`src/rtl/shared_logic_unit_arbiter.sv`:
```
`default_nettype none
// ============================================================================
// Module      : shared_logic_unit_arbiter
// Description : One bitwise logic unit (AND/OR/XOR/ANDN) shared round-robin
//               between NUM_REQ joined lhs/rhs requesters. The result is held
//               in a one-slot output buffer and returned on the owner's channel.
//               Optional stall counter enabled by SHARED_LOGIC_ARB_STATS_EN.
// Revision    : 1.0 - initial release
// ============================================================================
module shared_logic_unit_arbiter #(
  parameter int DATA_TYPE = 32,
  parameter int NUM_REQ   = 2
) (
  input  logic                           clk,
  input  logic                           rst,
  input  logic [NUM_REQ*DATA_TYPE-1:0]   ins_lhs,
  input  logic [NUM_REQ-1:0]             ins_lhs_valid,
  output logic [NUM_REQ-1:0]             ins_lhs_ready,
  input  logic [NUM_REQ*DATA_TYPE-1:0]   ins_rhs,
  input  logic [NUM_REQ-1:0]             ins_rhs_valid,
  output logic [NUM_REQ-1:0]             ins_rhs_ready,
  input  logic [NUM_REQ*2-1:0]           ins_op,
  output logic [NUM_REQ*DATA_TYPE-1:0]   outs,
  output logic [NUM_REQ-1:0]             outs_valid,
  input  logic [NUM_REQ-1:0]             outs_ready
`ifdef SHARED_LOGIC_ARB_STATS_EN
  ,
  output logic [31:0]                    stall_cycles
`endif
);

  localparam int c_IDX_W = $clog2(NUM_REQ);

  logic                  r_full;
  logic [c_IDX_W-1:0]    r_owner;
  logic [c_IDX_W-1:0]    r_rr;
  logic [DATA_TYPE-1:0]  r_data;

  logic [NUM_REQ-1:0]    w_elig;
  logic [NUM_REQ-1:0]    w_grant_vec;
  logic [NUM_REQ-1:0]    w_outs_valid;
  logic                  w_drain;
  logic                  w_can_accept;
  logic                  w_found_hi;
  logic                  w_found_lo;
  logic                  w_found;
  logic                  w_fire;
  logic [c_IDX_W-1:0]    w_gnt_hi;
  logic [c_IDX_W-1:0]    w_gnt_lo;
  logic [c_IDX_W-1:0]    w_gnt;
  logic [c_IDX_W-1:0]    w_rr_next;
  logic [DATA_TYPE-1:0]  w_lhs;
  logic [DATA_TYPE-1:0]  w_rhs;
  logic [DATA_TYPE-1:0]  w_result;
  logic [1:0]            w_op;

  // A requester only competes once both operands are present (join).
  assign w_elig       = ins_lhs_valid & ins_rhs_valid;
  // The buffer's owner sees valid exactly when r_full is set outside reset.
  assign w_drain      = r_full & outs_ready[r_owner];
  assign w_can_accept = rst & (~r_full | w_drain);

  // Round-robin search: first eligible index at or above r_rr, else first below it.
  always_comb begin
    w_found_hi = 1'b0;
    w_gnt_hi   = '0;
    w_found_lo = 1'b0;
    w_gnt_lo   = '0;
    for (int i = 0; i < NUM_REQ; i++) begin
      if (w_elig[i]) begin
        if (c_IDX_W'(i) >= r_rr) begin
          if (!w_found_hi) begin
            w_found_hi = 1'b1;
            w_gnt_hi   = c_IDX_W'(i);
          end
        end else if (!w_found_lo) begin
          w_found_lo = 1'b1;
          w_gnt_lo   = c_IDX_W'(i);
        end
      end
    end
  end

  assign w_found   = w_found_hi | w_found_lo;
  assign w_gnt     = w_found_hi ? w_gnt_hi : w_gnt_lo;
  assign w_fire    = w_can_accept & w_found;
  assign w_rr_next = (w_gnt == c_IDX_W'(NUM_REQ - 1)) ? '0 : w_gnt + c_IDX_W'(1);

  // Steer the granted requester's operands and op code into the shared unit.
  always_comb begin
    w_lhs = '0;
    w_rhs = '0;
    w_op  = 2'b00;
    for (int i = 0; i < NUM_REQ; i++) begin
      if (w_gnt == c_IDX_W'(i)) begin
        w_lhs = ins_lhs[i*DATA_TYPE +: DATA_TYPE];
        w_rhs = ins_rhs[i*DATA_TYPE +: DATA_TYPE];
        w_op  = ins_op[i*2 +: 2];
      end
    end
  end

  // The shared bitwise logic unit; every op code is defined.
  always_comb begin
    case (w_op)
      2'b00:   w_result = w_lhs & w_rhs;
      2'b01:   w_result = w_lhs | w_rhs;
      2'b10:   w_result = w_lhs ^ w_rhs;
      default: w_result = w_lhs & ~w_rhs;
    endcase
  end

  // One-hot readies for the winner and one-hot valid for the buffer owner.
  always_comb begin
    w_grant_vec  = '0;
    w_outs_valid = '0;
    for (int i = 0; i < NUM_REQ; i++) begin
      w_grant_vec[i]  = w_fire & (w_gnt == c_IDX_W'(i));
      w_outs_valid[i] = rst & r_full & (r_owner == c_IDX_W'(i));
    end
  end

  assign ins_lhs_ready = w_grant_vec;
  assign ins_rhs_ready = w_grant_vec;
  assign outs_valid    = w_outs_valid;
  assign outs          = {NUM_REQ{r_data}};

  // Output buffer and round-robin pointer; a grant may refill a draining slot.
  always_ff @(posedge clk) begin
    if (!rst) begin
      r_full  <= 1'b0;
      r_owner <= '0;
      r_data  <= '0;
      r_rr    <= '0;
    end else if (w_fire) begin
      r_full  <= 1'b1;
      r_owner <= w_gnt;
      r_data  <= w_result;
      r_rr    <= w_rr_next;
    end else if (w_drain) begin
      r_full  <= 1'b0;
    end
  end

`ifdef SHARED_LOGIC_ARB_STATS_EN
  logic [31:0] r_stall;

  // Saturating count of cycles the owner back-pressures a full buffer.
  always_ff @(posedge clk) begin
    if (!rst) begin
      r_stall <= '0;
    end else if (r_full && !outs_ready[r_owner] && (r_stall != 32'hFFFF_FFFF)) begin
      r_stall <= r_stall + 32'd1;
    end
  end

  assign stall_cycles = r_stall;
`endif

endmodule
`default_nettype wire

```
`config.mk`:
```
export PLATFORM = sky130hd
export DESIGN_NAME = shared_logic_unit_arbiter
export DESIGN_NICKNAME = d
export VERILOG_FILES = /design/src/rtl/shared_logic_unit_arbiter.sv
export SDC_FILE = /design/constraint.sdc
export NUM_CORES = 1
export LEC_CHECK = 0
export BUFFER_PORTS_ARGS = -buffer_cell sky130_fd_sc_hd__buf_2
export CAP_MARGIN = 20
export CORE_MARGIN = 1
export CORE_UTILIZATION = 45
export DETAILED_ROUTE_END_ITERATION = 16
export PLACE_DENSITY = 0.86
export SLEW_MARGIN = 20
export SYNTH_ARGS = -nofsm -noshare
export SYNTH_HDL_FRONTEND = slang
export SYNTH_SLANG_ARGS = --single-unit
```
`constraint.sdc`:
```
create_clock -name clk -period 4.7 [get_ports clk]
set_input_delay 0.47 -clock clk [delete_from_list [all_inputs] [get_ports clk]]
set_output_delay 0.47 -clock clk [all_outputs]
set_load 0.005 [all_outputs]
```
==> results of run 1 <==
[flip-flops by register name, indices dropped and copies added (netlist names)]
| signal | flops |
|---|---|
| r_data | 32 |
| r_full | 1 |
| r_owner | 1 |
| r_rr | 1 |
[per-stage QoR]
step / total power (uW) / hold slack (ps)
after floorplan: 644.1 / 468.6
after global placement: 745.6 / 480.6
after detailed placement: 767.5 / 492.4
after CTS: 985.8 / 508.6
after global routing: 1043 / 529.5
final: 979.7 / 505.9
[final timing paths]
path,startpoint,end,cells past startpoint
worst max-delay path,ins_lhs_valid[0],r_data[26],8
worst min-delay path,r_data[4],r_data[4],2
worst max register to register,r_rr,r_data[26],6
worst min register to register,r_data[4],r_data[4],2
[area by class of cell]
type                       count  area [sq um]
fill                         717          3302
multi-input combinational    314          2501
clock buffer                   7         76.32
timing repair buffer         213          1076
tap                          102         127.6
clock inverter                 1         5.005
inverter                       5         18.77
sequential                    35         700.7
[metal layers]
layer	vias up	GRT usage, %
met1	1722	24.70
met4	0	10.29
met5	-	0
li1	1804	-
met3	23	3.400
met2	207	42.35
[Yosys cell counts (all sizes together)]
master / instances
xnor2: 32
dfxtp: 35
nor2: 5
o311ai: 32
a21oi: 1
and3: 2
a31oi: 1
buf: 50
mux2i: 67
ha: 35
nand3: 65
clkbuf: 19
nand2: 39
inv: 5
o21ai: 33
nand2b: 1
o21bai: 1
[power by group]
part / switching, uW / internal (uW) / leakage, uW
clock network: 113 / 104 / 0.0000422
registers: 22.2 / 326 / 0.000286
logic: 218 / 196 / 0.00211
total: 353 / 626 / 0.00243
[logic make-up (layout without fill, tap and decap cells)]
| group | Yosys count | in the layout |
|---|---|---|
| XOR/XNOR | 32 | 32 |
| buffers and inverters | 74 | 226 |
| adder cells (fa/ha/maj) | 35 | 35 |
| AO/OA/AOI/OAI | 68 | 68 |
| AND/OR/NAND/NOR | 112 | 112 |
| multiplexers | 67 | 67 |
| flip-flops | 35 | 35 |
[worst max-delay path, stage by stage]
cell,delay [ps]
buf_2,70
nand2_1,120
o21bai_4,510
mux2i_1,380
ha_2,340
buf_4,250
nand2b_2,630
o311ai_1,470
==> flow_summary.ini, run 1 <==
[finish]
drive_gt1_share_pct = 40.87
final_common_cell = buf_2
area_growth_pct = 23.07
final_area_sq_um = 4506
final_cell_mix = buf_2 (209), nand3_1 (65), mux2i_1 (61)
layout.nets = 749
final_util_pct = 57.71
stdcell_count = 677
num_antenna_cells = 0

[worst_setup_path]
end_kind = flop
path_max_fanout = 33
worstPathArrival_ps = 3270
worst_ep_required_time_ps = 4880
rrSetupSlack_ps = 1650
path_class = primary input to flop
start_kind = primary input

[detailed_routing]
dr_wl_met3_um = 759
wire_per_inst_um = 14.80
routed.top_layer = met4
drc = 0
num_vias = 3756
drt_wl_total_mm = 10.02
wl_met2_mm = 5.278
ant_nets = 0
drtIter0Drc = 145
first_pass_iters = 6
wl_met1_mm = 3.731
avgViaCountPerCell = 5.548

[placed_design]
dp.cells = 669
io_buffer_count = 209
pre_cts_ws_ps = 1348
place_hpwl_mm = 7.401
place_congestion = 0.7578
placed_cell_area_sq_um = 4424

[global_route]
grt_max_degree = 55
grt.total_usage_pct = 22.56
antenna_found_initial = 0
grt_pass1_vias = 3592
overflow = 0
grt_pass1_wl_mm = 15.66

[timing]
setup_slack_ps = 1608
relSlewSlack_pct = 30.88
skew_ps = 5.316
hold_viol = 0
setup_violations = 0
rsz0062_at_grt = false
slew_violations = 0
tns_ps = 0
max_freq_mhz = 323.4
fin_crit_sh_pct = 65.79
period_needed_ps = 3092
worst_slew_pin_slew_ps = 1037

[power_and_ir_drop]
power_density_nw_per_um2 = 217.4
irDropWorstVdd_mv = 0.1172
p_leak_uw = 0.002434

[clocking]
cts_tree = built
cts_made_buffers = 5
cts_repair_resize_count = 0
clockBufferDepth = 2
htree_levels = 2
cts-root-buf = clkbuf_8
clk_latency_ps = 290
postCtsSetupBuffers = 0
clock-sinks = 35
clk_transition_reported_paths_ps = 70
postCtsHoldBufs = 0

[synth]
synth_fa_ha_area_share_pct = 11.96
syn_nets = 598
synth_cells = 423
synth_warnings = 0
ys_ff_latch = 35
ys_top_cells_by_area = dfxtp_1 (19%), mux2i_1 (17%), ha_1 (12%), nand3_1 (8.9%), buf_4 (7.8%)
synth_top_family_by_area = multiplexers
synth_cell_type_count = 23
synth_top_cell_by_area = dfxtp_1
yosys-mux-area-fraction_pct = 20.37
synth_compound_area_share_pct = 14.22
synth_area_sq_um = 3661
ys_seq_area_share_pct = 19.14
synth-simple-area-share_pct = 13.91
synthXorXnorAreaFrac_pct = 7.656
synth_top_area_share_pct = 19.14
avgSynthCellArea_sq_um = 8.655

[run]
drv_cap = 0

[die]
ios = 210
fp.dieH_um = 92.20
core-area_sq_um = 7807
initial_core_util_pct = 46.89
dieWidth_um = 92.20
fp-row-count = 32
die-area_sq_um = 8500

[hold_path]
hp-class = flop to flop

[run_status]
status = completed
(Power assumes the default switching activity.)
==> run 2: changes to the inputs <==
--- a/config.mk
+++ b/config.mk
@@ -8,9 +8,9 @@
 export BUFFER_PORTS_ARGS = -buffer_cell sky130_fd_sc_hd__buf_2
 export CAP_MARGIN = 20
 export CORE_MARGIN = 1
-export CORE_UTILIZATION = 45
+export CORE_UTILIZATION = 41
 export DETAILED_ROUTE_END_ITERATION = 16
-export PLACE_DENSITY = 0.86
+export PLACE_DENSITY = 0.82
 export SLEW_MARGIN = 20
 export SYNTH_ARGS = -nofsm -noshare
 export SYNTH_HDL_FRONTEND = slang
==> constraint.sdc (replaced) <==
create_clock -name clk -period 2.5 [get_ports clk]
set_input_delay 0.25 -clock clk [delete_from_list [all_inputs] [get_ports clk]]
set_output_delay 0.25 -clock clk [all_outputs]
set_load 0.005 [all_outputs]
==> run 2 against run 1 <==
Against the previous run: count of clock-buffer cells in the layout is 1 higher; worst setup slack worse by 1300 ps; combinational power increased by 97%; power is 97% higher; sequential share of layout area down 0.60 points; first-iteration DRC count down 27%; register-to-register slack worse by 1300 ps; non-clock buffer count up 11; via count increased by 0.29%; final cell count increased by 2.5%; design area rose by 4.0%; highest routed layer unchanged.
==> flow_summary.ini, run 2 (same netlist as run 1, synthesis figures left out) <==
[worst_setup_path]
crit_buf_inv = 1
worstSetupPathDepth = 6
r2r_start = r_rr
max_stage_delay_ps = 360
worstPathArrival_ps = 2360
slowest_stage = mux2i_1
path_max_fanout = 16
path_class = flop to flop
cp_top_family = compound AO/OA/AOI/OAI gates
crit_chain = o21bai_4, mux2i_1, ha_2, nand2b_2, buf_4, o311ai_1
rrSetupSlack_ps = 310
worst_ep_required_time_ps = 2670
r2r_end = r_data[8]
start_kind = flop
rr_worst_depth = 6
end_kind = flop

[timing]
tns_ps = 0
worst_slew_pin_slew_ps = 336.6
fin_crit_sh_pct = 87.56
hold_viol = 0
slew_violations = 0
max_freq_mhz = 456.8
skew_ps = 6.456
rsz0062_at_grt = false
relSlewSlack_pct = 76.92
period_needed_ps = 2189
setup_violations = 0

[power_and_ir_drop]
p_leak_uw = 0.002524
comb_power_share_pct = 42.2
p_int_uw = 1263
irDropWorstVdd_mv = 0.1933
clkPwrFrac_pct = 24.0
switchingPower_uw = 669.2
power_density_nw_per_um2 = 412.3
swShare_pct = 34.63
pwr-share-seq_pct = 33.9

[clocking]
cts_repair_resize_count = 0
postCtsHoldBufs = 0
postCtsSetupBuffers = 0
clk_transition_reported_paths_ps = 80
cts-root-buf = clkbuf_8
cts_made_buffers = 5
clock-sinks = 35
clk_latency_ps = 280
htree_levels = 2
clockBufferDepth = 2
cts_tree = built

[global_route]
grt_max_degree = 33
grt_pass1_wl_mm = 15.23
antenna_found_initial = 0
grt.total_usage_pct = 21.03
overflow = 0
grt_pass1_vias = 3448

[die]
die-area_sq_um = 9311
ios = 210
dieWidth_um = 96.50
fp-row-count = 34
fp.dieH_um = 96.50
initial_core_util_pct = 42.19
core-area_sq_um = 8678

[finish]
final_cell_mix = buf_2 (209), nand3_1 (65), mux2i_1 (61)
drive_gt1_share_pct = 41.98
largest_reg_flops = 32
top_register = r_data
final_common_cell = buf_2
final_util_pct = 54.01
layout.nets = 760
num_antenna_cells = 0
area_growth_pct = 28.02

[detailed_routing]
avgViaCountPerCell = 5.428
first_pass_iters = 4
num_vias = 3767
drt_wl_total_mm = 10.31
wire_per_inst_um = 14.85
ant_nets = 0
drc = 0
drtIter0Drc = 106

[hold_path]
hold_start = ins_rhs_valid[1]
holdPathEnd = r_full
holdPathStages = 3
hp-class = primary input to flop

[placed_design]
place_congestion = 0.7311
place_hpwl_mm = 8.118
io_buffer_count = 209

[run_status]
status = completed

[run]
drv_cap = 0
[run 2: cell count changes in the layout (fill, tap and decap cells not counted), sizes merged]
| cell | change |
|---|---|
| clkbuf | +1 |
| buf | +11 |
| clkinv | -1 |
[run 2: worst max path at each step]
stage | slack, ps | to | start
after floorplan | 220 | r_data[20] | ins_lhs_valid[0]
after global placement | 400 | r_data[6] | ins_rhs_valid[0]
after detailed placement | 200 | r_data[8] | ins_lhs_valid[0]
after CTS | 330 | r_data[8] | r_rr
after global routing | 190 | r_data[2] | r_rr
final | 310 | r_data[8] | r_rr
[run 2: tightest hold or removal path: cells and delay by family]
family | cells | cell delay (ps)
buffers and inverters | 1 | 80
AND/OR/NAND/NOR | 1 | 100
AO/OA/AOI/OAI | 1 | 140
[run 2: final cells by class]
type                    instances  area [sq um]
clock buffers                   8         100.1
well taps                     108         135.1
inverters                       5         18.77
multi-input cells             314          2499
flip-flops and latches         35         700.7
fillers                       825          3991
repair buffers                224          1234
[run 2: stage by stage]
stage	power, uW	setup WS (ps)	hold WS (ps)	std cells	area (sq um)
after floorplan	1211	215.8	459.0	423	3661
after global placement	1443	403.7	481.1	686	4587
after detailed placement	1481	201.0	494.7	686	4587
after CTS	1941	329.3	318.5	694	4687
after global routing	2058	190.6	344.5	694	4687
final	1932	310.9	326.0	694	4687
[run 2: per-layer routing]
| layer | track usage [%] | wire length, um | vias up |
|---|---|---|---|
| li1 | - | - | 1831 |
| met1 | 22.40 | 4017 | 1729 |
| met2 | 39.73 | 5398 | 186 |
| met3 | 3.130 | 659 | 21 |
| met4 | 10.78 | 231 | 0 |
| met5 | 0 | 0 | - |
[run 2: power by group through the flow]
| stage | sequential (uW) | clock [uW] | combinational, uW |
|---|---|---|---|
| after floorplan | 667 | 0 | 543 |
| after global placement | 664 | 0 | 779 |
| after detailed placement | 668 | 0 | 814 |
| after CTS | 655 | 470 | 816 |
| after global routing | 662 | 486 | 910 |
| final | 655 | 463 | 814 |
